**src/rtl/ram_arb_pkg.sv**
```systemverilog
// Shared types and encodings for the two-port BRAM arbiter.
package ram_arb_pkg;

    typedef enum logic [1:0] {
        IDLE,
        ISSUE,
        WAIT,
        DONE
    } state_t;

    localparam logic [1:0] RAM_EN_IDLE  = 2'b00;
    localparam logic [1:0] RAM_EN_READ  = 2'b01;
    localparam logic [1:0] RAM_EN_WRITE = 2'b10;

    typedef logic port_id_t;

    localparam port_id_t PORT_FETCH = 1'b0;
    localparam port_id_t PORT_LS    = 1'b1;

endpackage

```
**src/rtl/ram_arbiter_if.sv**
```systemverilog
// Bundle of client-port and RAM_wrapper-side signals around ram_arbiter.
// slave = arbiter's view, master = environment (clients + wrapper) view.
interface ram_arbiter_if #(
    parameter int BUS_WIDTH = 32
);
    logic                 p0_req;
    logic [BUS_WIDTH-1:0] p0_addr;
    logic                 p0_ack;
    logic [BUS_WIDTH-1:0] p0_rdata;

    logic                 p1_req;
    logic                 p1_we;
    logic [BUS_WIDTH-1:0] p1_addr;
    logic [BUS_WIDTH-1:0] p1_wdata;
    logic                 p1_ack;
    logic [BUS_WIDTH-1:0] p1_rdata;

    logic                 err;

    logic [1:0]           ram_en;
    logic [BUS_WIDTH-1:0] ram_addr_rd;
    logic [BUS_WIDTH-1:0] ram_addr_w;
    logic [BUS_WIDTH-1:0] ram_dwrite;
    logic [BUS_WIDTH-1:0] ram_dout;
    logic                 ram_busy;

    modport slave (
        input  p0_req, p0_addr, p1_req, p1_we, p1_addr, p1_wdata, ram_dout, ram_busy,
        output p0_ack, p0_rdata, p1_ack, p1_rdata, err,
               ram_en, ram_addr_rd, ram_addr_w, ram_dwrite
    );

    modport master (
        output p0_req, p0_addr, p1_req, p1_we, p1_addr, p1_wdata, ram_dout, ram_busy,
        input  p0_ack, p0_rdata, p1_ack, p1_rdata, err,
               ram_en, ram_addr_rd, ram_addr_w, ram_dwrite
    );

endinterface

```
**src/rtl/rr_arbiter2.sv**
```systemverilog
// Two-request round-robin grant: on a tie the port not served last wins.
module rr_arbiter2
    import ram_arb_pkg::*;
(
    input  logic       clk,
    input  logic       rst,
    input  logic [1:0] req,
    input  logic       update,
    input  port_id_t   served,
    output logic       grant_valid,
    output port_id_t   grant
);

    port_id_t last_reg;

    // Port 1 counts as last served out of reset so port 0 wins the first tie.
    always_ff @(posedge clk or posedge rst) begin
        if (rst) begin
            last_reg <= PORT_LS;
        end else if (update) begin
            last_reg <= served;
        end
    end

    always_comb begin
        grant_valid = |req;
        grant       = PORT_FETCH;
        if (req == 2'b10) begin
            grant = PORT_LS;
        end else if (req == 2'b11) begin
            grant = ~last_reg;
        end
    end

endmodule

```
**src/rtl/ram_arbiter.sv**
```systemverilog
// Shares one RAM_wrapper between fetch (port 0) and load/store (port 1).
// Optional busy watchdog enabled by defining RAM_ARB_TIMEOUT_EN.
module ram_arbiter
    import ram_arb_pkg::*;
#(
    parameter int BUS_WIDTH      = 32,
    parameter int TIMEOUT_CYCLES = 64
) (
    input  logic clk,
    input  logic rst,
    ram_arbiter_if.slave bus
);

    state_t               state_reg;
    logic                 first_wait_reg;
    port_id_t             gnt_reg;
    logic                 we_reg;
    logic [1:0]           en_reg;
    logic [BUS_WIDTH-1:0] addr_reg;
    logic [BUS_WIDTH-1:0] wdata_reg;
    logic [1:0]           ack_reg;
    logic                 err_reg;

    logic                 grant_valid;
    port_id_t             grant;
    logic                 busy_done;
    logic                 tmo_hit;
    logic                 capture;

    rr_arbiter2 u_rr (
        .clk         (clk),
        .rst         (rst),
        .req         ({bus.p1_req, bus.p0_req}),
        .update      (state_reg == DONE),
        .served      (gnt_reg),
        .grant_valid (grant_valid),
        .grant       (grant)
    );

    // The wrapper raises busy one cycle after en, so the first WAIT sample is stale.
    assign busy_done = (state_reg == WAIT) && !first_wait_reg && !bus.ram_busy;
    assign capture   = busy_done && !we_reg;

`ifdef RAM_ARB_TIMEOUT_EN
    localparam int CNT_W = (TIMEOUT_CYCLES > 1) ? $clog2(TIMEOUT_CYCLES) : 1;

    logic [CNT_W-1:0] tmo_cnt_reg;

    always_ff @(posedge clk or posedge rst) begin
        if (rst) begin
            tmo_cnt_reg <= '0;
        end else if (state_reg == ISSUE) begin
            tmo_cnt_reg <= '0;
        end else if (state_reg == WAIT) begin
            tmo_cnt_reg <= tmo_cnt_reg + 1'b1;
        end
    end

    assign tmo_hit = (state_reg == WAIT) && (tmo_cnt_reg == CNT_W'(TIMEOUT_CYCLES - 1));
`else
    // The watchdog limit only matters when the watchdog is built in.
    logic unused_timeout;
    assign unused_timeout = (TIMEOUT_CYCLES == 0);
    assign tmo_hit        = 1'b0;
`endif

    always_ff @(posedge clk or posedge rst) begin
        if (rst) begin
            state_reg      <= IDLE;
            first_wait_reg <= 1'b0;
            gnt_reg        <= PORT_FETCH;
            we_reg         <= 1'b0;
            en_reg         <= RAM_EN_IDLE;
            addr_reg       <= '0;
            wdata_reg      <= '0;
            ack_reg        <= 2'b00;
            err_reg        <= 1'b0;
        end else begin
            case (state_reg)
                IDLE: begin
                    if (grant_valid) begin
                        gnt_reg   <= grant;
                        we_reg    <= (grant == PORT_LS) && bus.p1_we;
                        addr_reg  <= (grant == PORT_LS) ? bus.p1_addr : bus.p0_addr;
                        wdata_reg <= (grant == PORT_LS) ? bus.p1_wdata : '0;
                        en_reg    <= ((grant == PORT_LS) && bus.p1_we) ? RAM_EN_WRITE : RAM_EN_READ;
                        state_reg <= ISSUE;
                    end
                end
                ISSUE: begin
                    en_reg         <= RAM_EN_IDLE;
                    first_wait_reg <= 1'b1;
                    state_reg      <= WAIT;
                end
                WAIT: begin
                    first_wait_reg <= 1'b0;
                    if (busy_done || tmo_hit) begin
                        ack_reg   <= (gnt_reg == PORT_LS) ? 2'b10 : 2'b01;
                        err_reg   <= !busy_done;
                        state_reg <= DONE;
                    end
                end
                default: begin
                    ack_reg   <= 2'b00;
                    err_reg   <= 1'b0;
                    state_reg <= IDLE;
                end
            endcase
        end
    end

    for (genvar gi = 0; gi < 2; gi++) begin : g_rdata
        logic [BUS_WIDTH-1:0] rdata_reg;

        always_ff @(posedge clk or posedge rst) begin
            if (rst) begin
                rdata_reg <= '0;
            end else if (capture && (gnt_reg == port_id_t'(gi))) begin
                rdata_reg <= bus.ram_dout;
            end
        end
    end

    assign bus.p0_ack      = ack_reg[0];
    assign bus.p1_ack      = ack_reg[1];
    assign bus.p0_rdata    = g_rdata[0].rdata_reg;
    assign bus.p1_rdata    = g_rdata[1].rdata_reg;
    assign bus.ram_en      = en_reg;
    assign bus.ram_addr_rd = addr_reg;
    assign bus.ram_addr_w  = addr_reg;
    assign bus.ram_dwrite  = wdata_reg;

`ifdef RAM_ARB_TIMEOUT_EN
    assign bus.err = err_reg;
`else
    assign bus.err = 1'b0;
`endif

endmodule
```
**src/flat_wrapper.sv**
```systemverilog
// flat-port wrapper written by rule: the top's interface ports become plain ports
module ram_arbiter_flat import ram_arb_pkg::*;
#(
    parameter int BUS_WIDTH      = 32,
    parameter int TIMEOUT_CYCLES = 64
)
  (clk, rst, bus_p0_req, bus_p0_addr, bus_p1_req, bus_p1_we, bus_p1_addr, bus_p1_wdata, bus_ram_dout, bus_ram_busy, bus_p0_ack, bus_p0_rdata, bus_p1_ack, bus_p1_rdata, bus_err, bus_ram_en, bus_ram_addr_rd, bus_ram_addr_w, bus_ram_dwrite);
  ram_arbiter_if #(.BUS_WIDTH(BUS_WIDTH)) bus_i ();
  input  logic clk;
  input  logic rst;
  input wire logic [$bits(bus_i.p0_req)-1:0] bus_p0_req;
  input wire logic [$bits(bus_i.p0_addr)-1:0] bus_p0_addr;
  input wire logic [$bits(bus_i.p1_req)-1:0] bus_p1_req;
  input wire logic [$bits(bus_i.p1_we)-1:0] bus_p1_we;
  input wire logic [$bits(bus_i.p1_addr)-1:0] bus_p1_addr;
  input wire logic [$bits(bus_i.p1_wdata)-1:0] bus_p1_wdata;
  input wire logic [$bits(bus_i.ram_dout)-1:0] bus_ram_dout;
  input wire logic [$bits(bus_i.ram_busy)-1:0] bus_ram_busy;
  output wire logic [$bits(bus_i.p0_ack)-1:0] bus_p0_ack;
  output wire logic [$bits(bus_i.p0_rdata)-1:0] bus_p0_rdata;
  output wire logic [$bits(bus_i.p1_ack)-1:0] bus_p1_ack;
  output wire logic [$bits(bus_i.p1_rdata)-1:0] bus_p1_rdata;
  output wire logic [$bits(bus_i.err)-1:0] bus_err;
  output wire logic [$bits(bus_i.ram_en)-1:0] bus_ram_en;
  output wire logic [$bits(bus_i.ram_addr_rd)-1:0] bus_ram_addr_rd;
  output wire logic [$bits(bus_i.ram_addr_w)-1:0] bus_ram_addr_w;
  output wire logic [$bits(bus_i.ram_dwrite)-1:0] bus_ram_dwrite;
  assign bus_i.p0_req = bus_p0_req;
  assign bus_i.p0_addr = bus_p0_addr;
  assign bus_i.p1_req = bus_p1_req;
  assign bus_i.p1_we = bus_p1_we;
  assign bus_i.p1_addr = bus_p1_addr;
  assign bus_i.p1_wdata = bus_p1_wdata;
  assign bus_i.ram_dout = bus_ram_dout;
  assign bus_i.ram_busy = bus_ram_busy;
  assign bus_p0_ack = bus_i.p0_ack;
  assign bus_p0_rdata = bus_i.p0_rdata;
  assign bus_p1_ack = bus_i.p1_ack;
  assign bus_p1_rdata = bus_i.p1_rdata;
  assign bus_err = bus_i.err;
  assign bus_ram_en = bus_i.ram_en;
  assign bus_ram_addr_rd = bus_i.ram_addr_rd;
  assign bus_ram_addr_w = bus_i.ram_addr_w;
  assign bus_ram_dwrite = bus_i.ram_dwrite;
  ram_arbiter #(.BUS_WIDTH(BUS_WIDTH), .TIMEOUT_CYCLES(TIMEOUT_CYCLES)) u_core (.clk(clk), .rst(rst), .bus(bus_i));
endmodule
```
**config.mk**
```make
export PLATFORM = sky130hd
export DESIGN_NAME = ram_arbiter_flat
export DESIGN_NICKNAME = d
export VERILOG_FILES = /design/src/rtl/ram_arb_pkg.sv /design/src/rtl/ram_arbiter_if.sv /design/src/rtl/rr_arbiter2.sv /design/src/rtl/ram_arbiter.sv /design/src/flat_wrapper.sv
export SDC_FILE = /design/constraint.sdc
export NUM_CORES = 1
export LEC_CHECK = 0
export CAP_MARGIN = 20
export CORE_UTILIZATION = 30
export DETAILED_ROUTE_END_ITERATION = 10
export GPL_TIMING_DRIVEN = 0
export PLACE_DENSITY = 0.74
export RECOVER_POWER = 25
export SLEW_MARGIN = 10
export SYNTH_ARGS = -nofsm -noshare
export SYNTH_HDL_FRONTEND = slang
export SYNTH_SLANG_ARGS = --single-unit
export TNS_END_PERCENT = 10
```
**constraint.sdc**
```tcl
create_clock -name clk -period 12.5 [get_ports clk]
set_clock_uncertainty 0.1 [all_clocks]
set_input_delay 2.5 -clock clk [delete_from_list [all_inputs] [get_ports clk]]
set_output_delay 2.5 -clock clk [all_outputs]
set_load 0.005 [all_outputs]
```
==> impl_results.rst <==
.. list-table::
   :header-rows: 1

   * - Metric
     - Value
   * - Starting utilization of the core area
     - 0.306
   * - Clock tree root driver cell
     - clkbuf_16
   * - Die Area
     - approximately 0.02 mm2
   * - Global placement routability congestion
     - 0.787
   * - Layout Area Growth over Synthesis
     - 67.3%
   * - Setup CP Type
     - in2async
   * - # hold bufs at CTS
     - 0
   * - Drt first-iter violations
     - 134
   * - Via count of the first global-routing pass
     - around 4900
   * - Share of layout cells above drive strength 1
     - 0.186
   * - Post-synthesis area per instance
     - ~12 um2
   * - Endpoint type of the worst setup path
     - asynchronous set/reset pin
   * - Number of distinct standard cells referenced by the synthesized netlist
     - 37
   * - Largest net degree at the start of global routing
     - 97
   * - CTS tree
     - yes
   * - Pins Over Slew Limit
     - 43
   * - Remaining number of nets flagged by the antenna check after routing
     - 0
   * - Clock network power share
     - 0.208
   * - Total half-perimeter wirelength after legalization and detailed placement
     - 12.3 mm
   * - NetSw
     - approximately 0.0007 W
   * - Global-route usage over all layers
     - 0.173
   * - Routed len/inst
     - 16.2 um
   * - Final #Nets
     - 921
   * - Sink count of the clock tree
     - between 100 and 150
   * - Number of buffers on the longest clock path
     - 2
   * - Most common library cell in the layout ignoring fill and taps
     - clkdlybuf4s50_1
   * - Critical-path maximum fanout
     - 96
   * - Final number of hold-violating endpoints
     - 0
   * - Critical path startpoint category
     - primary input
   * - Post-CTS resize count
     - 0
   * - Number of iterations in the first detailed-routing pass
     - 4
   * - Reg-to-reg startpoint
     - u_core.state_reg[0]
   * - Postcts setup bufs
     - 0
   * - # fillers
     - 1689
   * - FMAX
     - 0.232 GHz
   * - Area of combinational cells with multiple inputs
     - between 0.0015 and 0.002 mm2
   * - Die height
     - about 140 um
   * - Leakage Power
     - 4.15 nW
   * - DR DRC count
     - 0
   * - Source of the worst hold timing path
     - u_core.bus.p0_rdata[11]
   * - Cell type with the highest aggregate area in the netlist
     - dfrtp_1
   * - Number of antenna violations at the first check in global routing
     - 0
   * - Cell with the largest stage delay on the worst path
     - clkinvlp_2
   * - Status
     - finished with violations
   * - Worst endpoint data arrival time
     - ~4.7 ns
   * - Maximum vdd drop
     - 0.000103 V
   * - Worst slew margin relative to its limit
     - -0.327
   * - Type of the most critical hold path
     - reg2reg
   * - Via count
     - 4714
   * - Combinational fraction of design power
     - 0.456
   * - Syn Std Cell Area
     - 0.00575 mm2
   * - Worst-path clk slew
     - roughly 0.06 ns
   * - Routed Wire Length
     - about 17 mm
   * - Final Cycle Share
     - 0.345
   * - Crit path largest cell delay
     - 1.13 ns
   * - Worst path cell trace
     - dlygate4sd3_1 -> clkinvlp_2 -> buf_16
   * - CP startpoint
     - rst
   * - Cell Int Power
     - between 0.0015 and 0.002 W
   * - GRT Residual Overflow
     - 0
   * - Pre-CTS worst setup slack
     - about 8 ns
   * - Number of nets produced by synthesis
     - approximately 600
   * - Number of top-level pins
     - approximately 300
   * - Syn. warnings
     - 0
   * - Sequential power share
     - 0.336
   * - Switching part of the total power
     - 0.294
   * - Failing checks
     - max-capacitance violations, max-slew violations
   * - Cells taking the most area after synthesis
     - dfrtp_1, mux2_2, a21oi_1
   * - Worst EP required
     - about 13 ns
   * - Highest-count cells in the layout ignoring fill and taps
     - clkdlybuf4s50_1, dfrtp_1, a21oi_1, mux2_2, nand2_1
   * - Worst-Margin Slew
     - roughly 2.0 ns
   * - Instance count of the mapped netlist
     - roughly 470
   * - Unrepaired setup endpoints after global routing
     - false
   * - Final critical delay including setup and external delays
     - 4.31 ns
   * - Register bit count reported by yosys
     - between 100 and 150
   * - Avg Vias per Cell
     - 4.58
   * - Sequential Area
     - approximately 0.0035 mm2
   * - Max-capacitance violation count
     - 1
   * - Worst path buffer plus inverter count
     - 3
   * - Post-synthesis sequential area ratio
     - 0.601
   * - X dimension of the die
     - roughly 140 um
   * - Number of buffers inserted during clock tree synthesis
     - 17
   * - # rows
     - 50
   * - Finish-stage setup viols
     - 0
   * - Number of inserted diodes
     - 0
   * - Critical path's top delay family
     - buffers and inverters
   * - Total power per unit cell area
     - 244 mW/mm2
   * - Wire length of the first global-routing pass
     - roughly 26 mm
   * - Number of input and output port buffers inserted
     - approximately 300
   * - Fraction of post-synthesis cell area in the top cell type by area
     - 0.596
   * - Setup slack of the critical path after layout
     - approximately 8.2 ns
   * - Latest clock arrival within the worst-skew pair
     - roughly 0.4 ns
   * - Setup TNS
     - 0 ns
   * - Number of H-tree levels
     - 4
   * - Core Box Area
     - about 0.019 mm2
==> stage by stage <==
step                      utilization  std cells  hold slack, ns  total power [W]  cell area, um2
after floorplan                     -        466           0.379          0.00122            5750
after global placement          0.480        997           0.378          0.00186            9020
after detailed placement        0.482        998           0.379          0.00188            9050
after CTS                       0.513       1030           0.396          0.00239            9630
after global routing            0.513       1030           0.411          0.00250            9620
final                           0.513       1030           0.392          0.00235            9620
==> metal layers <==
metal	GRT usage	share of wire
met3	0.0605	0.082
met1	0.203	0.41
met2	0.299	0.50
met4	0.0498	0.012
met5	0	0
==> synth_stat cells, drive strengths merged <==
| library cell | number |
|---|---|
| nand3 | 1 |
| nand2 | 37 |
| buf | 48 |
| inv | 4 |
| a211o | 1 |
| a32o | 1 |
| o21ai | 5 |
| or2 | 1 |
| conb | 1 |
| a22o | 32 |
| or4b | 1 |
| mux2 | 66 |
| o2bb2ai | 1 |
| a21boi | 1 |
| clkbuf | 14 |
| nand4bb | 1 |
| mux2i | 1 |
| nor4 | 1 |
| nor2 | 34 |
| a21oi | 65 |
| a21bo | 1 |
| a22oi | 1 |
| dfstp | 1 |
| dfrtp | 137 |
| o21a | 1 |
| and2 | 1 |
| a21o | 1 |
| o211ai | 1 |
| ha | 4 |
| nor4b | 1 |
| nor3b | 1 |
==> path summary, 6_finish.rpt <==
check / end / slack [ns] / cells after the start
max: u_core.bus.ram_addr_rd[13] / 8.19 / 3
min: u_core.bus.p0_rdata[11] / 0.39 / 1
max reg2reg: u_core.bus.p0_rdata[22] / 10.23 / 6
min reg2reg: u_core.bus.p0_rdata[11] / 0.39 / 1
max in group clk: u_core.bus.p0_rdata[22] / 8.27 / 5
min in group asynchronous: u_core.bus.ram_dwrite[15] / 2.95 / 2
==> kinds of logic (layout without fill, tap and decap cells) <==
group / after synthesis / after routing / synth area share
buffers and inverters: 66 / 396 / 0.0737
adders and majority gates: 4 / 4 / 0.00870
other: 1 / 1 / 0.000652
AOI/OAI and AO/OA: 111 / 111 / 0.123
DFF: 138 / 138 / 0.601
and+or+nand+nor: 79 / 79 / 0.0600
muxes: 67 / 67 / 0.133
==> cell type report <==
type,count,area share
sequential,138,0.359
timing repair buffer,298,0.312
multi-input combinational,262,0.195
clock buffer,18,0.0446
buffer,62,0.0425
tap,234,0.0304
clock inverter,14,0.0152
inverter,4,0.00169
==> power by group through the flow <==
| stage | logic (W) | clock network, W | registers [W] |
|---|---|---|---|
| 2_1_floorplan | 0.000427 | 0 | 0.000794 |
| 3_3_place_gp | 0.00106 | 0 | 0.000791 |
| 3_5_place_dp | 0.00108 | 0 | 0.000795 |
| 4_1_cts | 0.00109 | 0.000506 | 0.000793 |
| 5_1_grt | 0.00116 | 0.000526 | 0.000820 |
| 6_report | 0.00107 | 0.000489 | 0.000790 |
No activity file was read; power rests on OpenSTA's default activity.
